--- src/rtl/fft_ctrl_pkg.sv ---
// Shared control definitions for the FFT sequencing blocks.
//   fft_state_e      : sequencer FSM states
//   FFT_N_LOG2       : default log2 of the transform size
//   TW_ROM_AW        : default twiddle ROM address width
//   drain_cnt_width  : bits needed to count 0..cycles-1 in the drain phase
package fft_ctrl_pkg;

    localparam int FFT_N_LOG2 = 4;
    localparam int TW_ROM_AW  = 5;

    typedef enum logic [1:0] {
        IDLE  = 2'd0,
        ISSUE = 2'd1,
        DRAIN = 2'd2
    } fft_state_e;

    function automatic int drain_cnt_width(input int cycles);
        return (cycles <= 2) ? 1 : $clog2(cycles);
    endfunction

endpackage

--- src/rtl/fft_bfly_addr_gen.sv ---
// Combinational radix-2 DIT butterfly addressing for stage s, butterfly k.
// Shared with the inverse-FFT path.
//   i_s   : stage index
//   i_k   : butterfly index within the stage (0 .. N/2-1)
//   o_a   : top operand address     = (k>>s)*2*2^s + (k & (2^s-1)), mod N
//   o_b   : bottom operand address  = o_a + 2^s, mod N
//   o_tw  : twiddle ROM address     = s*(N/2) + k
module fft_bfly_addr_gen
    import fft_ctrl_pkg::*;
#(
    parameter int N_LOG2 = FFT_N_LOG2,
    parameter int ROM_AW = TW_ROM_AW
) (
    input  logic [N_LOG2-1:0] i_s,
    input  logic [N_LOG2-2:0] i_k,
    output logic [N_LOG2-1:0] o_a,
    output logic [N_LOG2-1:0] o_b,
    output logic [ROM_AW-1:0] o_tw
);

    logic [N_LOG2-1:0] w_k;
    logic [N_LOG2-1:0] w_span;
    logic [N_LOG2-1:0] w_pos;
    logic [N_LOG2-1:0] w_grp;

    assign w_k    = {1'b0, i_k};
    assign w_span = N_LOG2'(1) << i_s;
    assign w_pos  = w_k & (w_span - N_LOG2'(1));
    assign w_grp  = w_k >> i_s;

    // Working at N_LOG2 bits gives the mod-N wrap for free.
    assign o_a  = (w_grp << (i_s + N_LOG2'(1))) + w_pos;
    assign o_b  = o_a + w_span;
    assign o_tw = (ROM_AW'(i_s) << (N_LOG2 - 1)) + ROM_AW'(i_k);

endmodule

--- src/rtl/fft_stage_sequencer.sv ---
// Sequences an in-place radix-2 DIT FFT over all stages: issues twiddle ROM
// addresses and operand RAM addresses, aligns the operand issue with the
// registered ROM read, and drains the butterfly pipeline between stages.
//   clk, rst_n  : clock, asynchronous active-low reset
//   start       : start request, accepted only in IDLE and not in the done cycle
//   busy        : transform in progress
//   done        : one-cycle pulse when the last stage has drained
//   tw_addr     : twiddle ROM address (real and imaginary ROMs)
//   bfly_valid  : operand addresses valid, ROM data aligned
//   bfly_ready  : butterfly unit accepts when bfly_valid && bfly_ready
//   op_a_addr   : top operand address
//   op_b_addr   : bottom operand address
//   stage       : stage index of the presented butterfly
//   last_bfly   : presented butterfly is the last of the transform
module fft_stage_sequencer
    import fft_ctrl_pkg::*;
#(
    parameter int N_LOG2   = FFT_N_LOG2,
    parameter int ROM_AW   = TW_ROM_AW,
    parameter int ROM_LAT  = 1,
    parameter int BFLY_LAT = 3
) (
    input  logic              clk,
    input  logic              rst_n,
    input  logic              start,
    output logic              busy,
    output logic              done,
    output logic [ROM_AW-1:0] tw_addr,
    output logic              bfly_valid,
    input  logic              bfly_ready,
    output logic [N_LOG2-1:0] op_a_addr,
    output logic [N_LOG2-1:0] op_b_addr,
    output logic [N_LOG2-1:0] stage,
    output logic              last_bfly
);

    localparam int HALF      = 1 << (N_LOG2 - 1);
    localparam int KW        = N_LOG2 - 1;
    localparam int DRAIN_CYC = ROM_LAT + BFLY_LAT;
    localparam int DW        = drain_cnt_width(DRAIN_CYC);

    typedef struct packed {
        logic              valid;
        logic              last;
        logic [N_LOG2-1:0] stage;
        logic [N_LOG2-1:0] a;
        logic [N_LOG2-1:0] b;
        logic [ROM_AW-1:0] tw;
    } issue_t;

    fft_state_e        r_state;
    fft_state_e        w_state_nxt;
    logic [N_LOG2-1:0] r_s;
    logic [KW-1:0]     r_k;
    logic [DW-1:0]     r_drain;
    logic              r_done;
    issue_t            r_iss;              // issue register, same cycle as the registered tw address
    issue_t            r_align [ROM_LAT];  // delays operands to meet the ROM data

    logic [N_LOG2-1:0] w_a;
    logic [N_LOG2-1:0] w_b;
    logic [ROM_AW-1:0] w_tw;
    issue_t            w_out;
    logic              w_adv;
    logic              w_issue;
    logic              w_k_last;
    logic              w_s_last;
    logic              w_drain_last;
    logic              w_start_ok;

    fft_bfly_addr_gen #(
        .N_LOG2 (N_LOG2),
        .ROM_AW (ROM_AW)
    ) u_addr_gen (
        .i_s  (r_s),
        .i_k  (r_k),
        .o_a  (w_a),
        .o_b  (w_b),
        .o_tw (w_tw)
    );

    assign w_out        = r_align[ROM_LAT-1];
    assign w_adv        = !w_out.valid || bfly_ready;
    assign w_issue      = (r_state == ISSUE);
    assign w_k_last     = (r_k == KW'(HALF - 1));
    assign w_s_last     = (r_s == N_LOG2'(N_LOG2 - 1));
    assign w_drain_last = (r_drain == DW'(DRAIN_CYC - 1));
    // A start coinciding with done is dropped; the requester must re-assert it.
    assign w_start_ok   = start && !r_done;

    // NOTE: every always_comb output gets a default first so no path leaves it
    // unassigned, which would otherwise infer a latch.
    always_comb begin
        w_state_nxt = r_state;
        unique case (r_state)
            IDLE:    if (w_start_ok) w_state_nxt = ISSUE;
            ISSUE:   if (w_adv && w_k_last) w_state_nxt = DRAIN;
            DRAIN:   if (w_adv && w_drain_last) w_state_nxt = w_s_last ? IDLE : ISSUE;
            default: w_state_nxt = IDLE;
        endcase
    end

    // NOTE: sequential state uses non-blocking assignments so every register
    // samples pre-edge values regardless of statement order.
    always_ff @(posedge clk or negedge rst_n) begin
        if (!rst_n) r_state <= IDLE;
        else        r_state <= w_state_nxt;
    end

    // Stage/butterfly/drain counters; all hold while the output is stalled.
    always_ff @(posedge clk or negedge rst_n) begin
        if (!rst_n) begin
            r_s     <= '0;
            r_k     <= '0;
            r_drain <= '0;
            r_done  <= 1'b0;
        end else begin
            r_done <= (r_state == DRAIN) && w_adv && w_drain_last && w_s_last;
            unique case (r_state)
                IDLE: begin
                    if (w_start_ok) begin
                        r_s     <= '0;
                        r_k     <= '0;
                        r_drain <= '0;
                    end
                end
                ISSUE: begin
                    // k wraps to 0 naturally after the last butterfly of the stage.
                    if (w_adv) r_k <= r_k + KW'(1);
                end
                DRAIN: begin
                    if (w_adv) begin
                        if (w_drain_last) begin
                            r_drain <= '0;
                            if (!w_s_last) r_s <= r_s + N_LOG2'(1);
                        end else begin
                            r_drain <= r_drain + DW'(1);
                        end
                    end
                end
                default: ;
            endcase
        end
    end

    // Issue register plus alignment shift register. Payload fields load only
    // on a real issue so outputs stay quiet between butterflies.
    // NOTE: these pipeline registers are reset (unlike a data memory) because
    // they drive module outputs that must read 0 during reset.
    always_ff @(posedge clk or negedge rst_n) begin
        if (!rst_n) begin
            r_iss <= '0;
            for (int i = 0; i < ROM_LAT; i++) r_align[i] <= '0;
        end else if (w_adv) begin
            r_iss.valid <= w_issue;
            if (w_issue) begin
                r_iss.last  <= w_k_last && w_s_last;
                r_iss.stage <= r_s;
                r_iss.a     <= w_a;
                r_iss.b     <= w_b;
                r_iss.tw    <= w_tw;
            end
            r_align[0] <= r_iss;
            for (int i = 1; i < ROM_LAT; i++) r_align[i] <= r_align[i-1];
        end
    end

    // While stalled the ROM must keep reading the presented butterfly's
    // twiddle, not the already-issued next one, so its data stays stable.
    assign tw_addr    = w_adv ? r_iss.tw : w_out.tw;
    assign busy       = (r_state != IDLE);
    assign done       = r_done;
    assign bfly_valid = w_out.valid;
    assign op_a_addr  = w_out.a;
    assign op_b_addr  = w_out.b;
    assign stage      = w_out.stage;
    assign last_bfly  = w_out.valid && w_out.last;

endmodule
--- config.mk ---
export PLATFORM = sky130hd
export DESIGN_NAME = fft_stage_sequencer
export DESIGN_NICKNAME = d
export VERILOG_FILES = /design/src/rtl/fft_ctrl_pkg.sv /design/src/rtl/fft_bfly_addr_gen.sv /design/src/rtl/fft_stage_sequencer.sv
export SDC_FILE = /design/constraint.sdc
export NUM_CORES = 1
export LEC_CHECK = 0
export BUFFER_PORTS_ARGS = -buffer_cell sky130_fd_sc_hd__clkbuf_2
export CAP_MARGIN = 20
export CORE_MARGIN = 3
export CORE_UTILIZATION = 25
export DETAILED_ROUTE_END_ITERATION = 8
export GPL_ROUTABILITY_DRIVEN = 0
export SLEW_MARGIN = 10
export SYNTH_ARGS = -nofsm -noshare
export SYNTH_HDL_FRONTEND = slang
export SYNTH_SLANG_ARGS = --single-unit
export TNS_END_PERCENT = 5
--- constraint.sdc ---
create_clock -name clk -period 6.5 [get_ports clk]
set_input_delay 0.325 -clock clk [delete_from_list [all_inputs] [get_ports clk]]
set_output_delay 0.325 -clock clk [all_outputs]
set_load 0.01 [all_outputs]
==> flow_metrics.tcl <==
set metrics [dict create \
    ctsHoldBuffers 0 \
    grt_remaining_overflow 0 \
    skew_ns 0.00951 \
    hold_viol_final 0 \
    hold_class "input port to asynchronous set/reset pin" \
    synth_top_cell_by_area "dfrtp_1" \
    p_leak_nw 1.34 \
    grt_pass1_wl_um 7570 \
    drt_iter0_drc 99 \
    rsz0062_at_grt "false" \
    ant_nets 0 \
    synth.avg_cell_area_sq_um 10.3 \
    wl_um 4450 \
    finalNetCount 265 \
    async_reset_ff_share_pct 100 \
    synthesis.nets 254 \
    min_period_ns 3.58 \
    path_cells "ha_1 -> xnor2_1 -> nor2b_1 -> and4_1 -> ha_1 -> inv_1 -> fa_1 -> inv_1 -> ha_1 -> a21o_1 -> a21oi_1 -> xnor2_1 -> xnor3_1 -> mux2_2" \
    io_buffers 24 \
    critPathCaptureType "register" \
    peakVddDrop_uv 101 \
    vias 1597 \
    slew_viol_final 0 \
    initial_core_util_pct 26.1 \
    cts_tree "built" \
    die-area_sq_mm 0.0109 \
    clock-sinks 46 \
    dieHeight_um 105 \
    track_usage_pct 8.62 \
    clk_pin_slew_ns 0.08 \
    drc 0 \
    slew_headroom_pct 47.0 \
    cts_setup_buffers 0 \
    cp_max_fo 9 \
    slowest_delay_ns 0.50 \
    synth-edff-count 0 \
    numCtsBuffers 5 \
    diodes 0 \
    cts_root_buf "clkbuf_8" \
    io_pins 25 \
    ys_warn_count 0 \
    max_freq_ghz 0.280 \
    row_count 35 \
    netlist_area_sq_mm 0.00243 \
    grt_pass1_vias 1569 \
    synth_top_cell_area_share_pct 47.3 \
    power_density_mw_per_mm2 376 \
    wl_per_cell_um 11.8 \
    startpoint_type "register" \
    placed_cell_area_sq_mm 0.00257 \
    area_growth_pct 9.32 \
    worst_pin_slew_ns 0.795 \
    antenna_found_initial 0 \
    clockBufferDepth 2 \
    drive_above_1_share_pct 22.1 \
    synth_seq_cells 46 \
    period_share_pct 55.0 \
    grt_max_degree 47 \
    maxCapViolCount 0 \
    core_sq_mm 0.00933 \
    clk-insertion-delay-late_ns 0.30 \
    seq_area_frac_synth_pct 47.3 \
    viasPerCell 4.22 \
    design_area_sq_mm 0.00266 \
    crit_path_top_delay_cell "fa_1" \
    die_w_um 105 \
    cts-resized-gates 0 \
    htreeDepth 2 \
    path_class "register to register" \
    status "complete, no violations" \
    worst_path_most_repeated_cell "ha_1" \
    arrival_ns 3.76 \
    setup_viol 0 \
    synthFlopType "dfrtp_1" \
    synthTopCellsByArea "dfrtp_1 47%, nand2_1 9.3%, ha_1 5.7%" \
    dp_hpwl_um 3240 \
    syn_inst 237 \
    setup_tns_ns 0 \
    worst-endpoint-required_ns 6.68 \
    yosysUniqueCellTypes 43 \
    drtPass1Iterations 4 \
]
cells in the final DEF (no fill, tap or decap), drive strengths merged, types with 4 or more instances in the layout:
master | Yosys | routed
nand2b | 5 | 5
mux2 | 13 | 13
nand3 | 4 | 4
a21oi | 4 | 4
dfrtp | 46 | 46
a22o | 4 | 4
o21ai | 7 | 7
clkbuf | 5 | 31
nor3 | 4 | 4
nand2 | 61 | 61
nor2 | 8 | 8
nor2b | 8 | 8
and2 | 5 | 5
xnor2 | 5 | 5
inv | 6 | 6
ha | 11 | 11
cell usage after synthesis (all sizes together) (5+ instances only):
cell type / instances
o21ai: 7
and2: 5
dfrtp: 46
inv: 6
xnor2: 5
nand2b: 5
mux2: 13
nor2: 8
clkbuf: 5
buf: 17
ha: 11
nand2: 61
nor2b: 8
final cells by class:
cell class | instances | area, sq um
flip-flops and latches | 46 | 1150
inverters | 6 | 22.5
clock inverters | 1 | 5.00
clock buffers | 7 | 86.3
repair buffers | 26 | 135
multi-input cells | 163 | 1100
well taps | 129 | 161
fillers | 1003 | 6670
critical path, delay by kind of cell (launching register included):
family / cells / cell delay, ns
compound gates: 2 / 0.32
mux: 1 / 0.26
fa+ha+maj: 4 / 1.24
xor+xnor: 3 / 0.58
flops: 1 / 0.49
buf+inv: 2 / 0.14
simple gates: 2 / 0.45
logic make-up after synthesis:
| group | Yosys count | synth area share [%] |
|---|---|---|
| flip-flops | 46 | 47.3 |
| multiplexers | 16 | 7.26 |
| AND/OR/NAND/NOR | 102 | 20.2 |
| buffers and inverters | 28 | 7.57 |
| adder cells (fa/ha/maj) | 13 | 7.31 |
| AO/OA/AOI/OAI | 24 | 6.85 |
| XOR/XNOR | 8 | 3.45 |
layer usage:
layer	part of all wire (%)	global-route usage (%)
met1	44	9.99
met2	50	14.8
met3	3.9	2.53
met4	2.6	3.66
met5	0	0
registers in the layout, indices dropped and copies added, names as in the netlist:
signal / cells
r_iss: 17
op_a_addr: 4
op_b_addr: 4
r_align: 4
r_s: 4
stage: 4
r_k: 3
r_drain: 2
r_state: 2
bfly_valid: 1
done: 1
worst paths after layout:
| path | slack [ns] | depth (start not counted) | start | to |
|---|---|---|---|---|
| setup / recovery | 2.92 | 14 | r_s[0] | r_iss[8] |
| hold / removal | 0.11 | 2 | rst_n | r_align[0] |
| setup reg to reg | 2.92 | 14 | r_s[0] | r_iss[8] |
| hold reg to reg | 0.47 | 2 | op_b_addr[2] | op_b_addr[2] |
| max in group asynchronous | 6.00 | 2 | rst_n | op_a_addr[3] |
| min in group clk | 0.47 | 2 | op_b_addr[2] | op_b_addr[2] |
where the power goes:
group	total, mW	switching (mW)	internal [mW]
combinational	0.379	0.198	0.181
clock	0.178	0.0918	0.0859
sequential	0.442	0.0690	0.373
total	0.999	0.358	0.641
through the flow:
| stage | power [mW] | hold WS (ns) | setup slack [ns] | utilization, % | instances |
|---|---|---|---|---|---|
| after floorplan | 0.763 | 0.0294 | 3.19 | - | 237 |
| after global placement | 0.827 | 0.449 | 3.01 | 27.5 | 370 |
| after detailed placement | 0.838 | 0.453 | 2.89 | 27.5 | 370 |
| after CTS | 1.02 | 0.131 | 2.89 | 28.5 | 378 |
| after global routing | 1.09 | 0.167 | 2.62 | 28.5 | 378 |
| final | 0.999 | 0.112 | 2.92 | 28.5 | 378 |
Note: power is estimated with default switching activity, not from simulation.
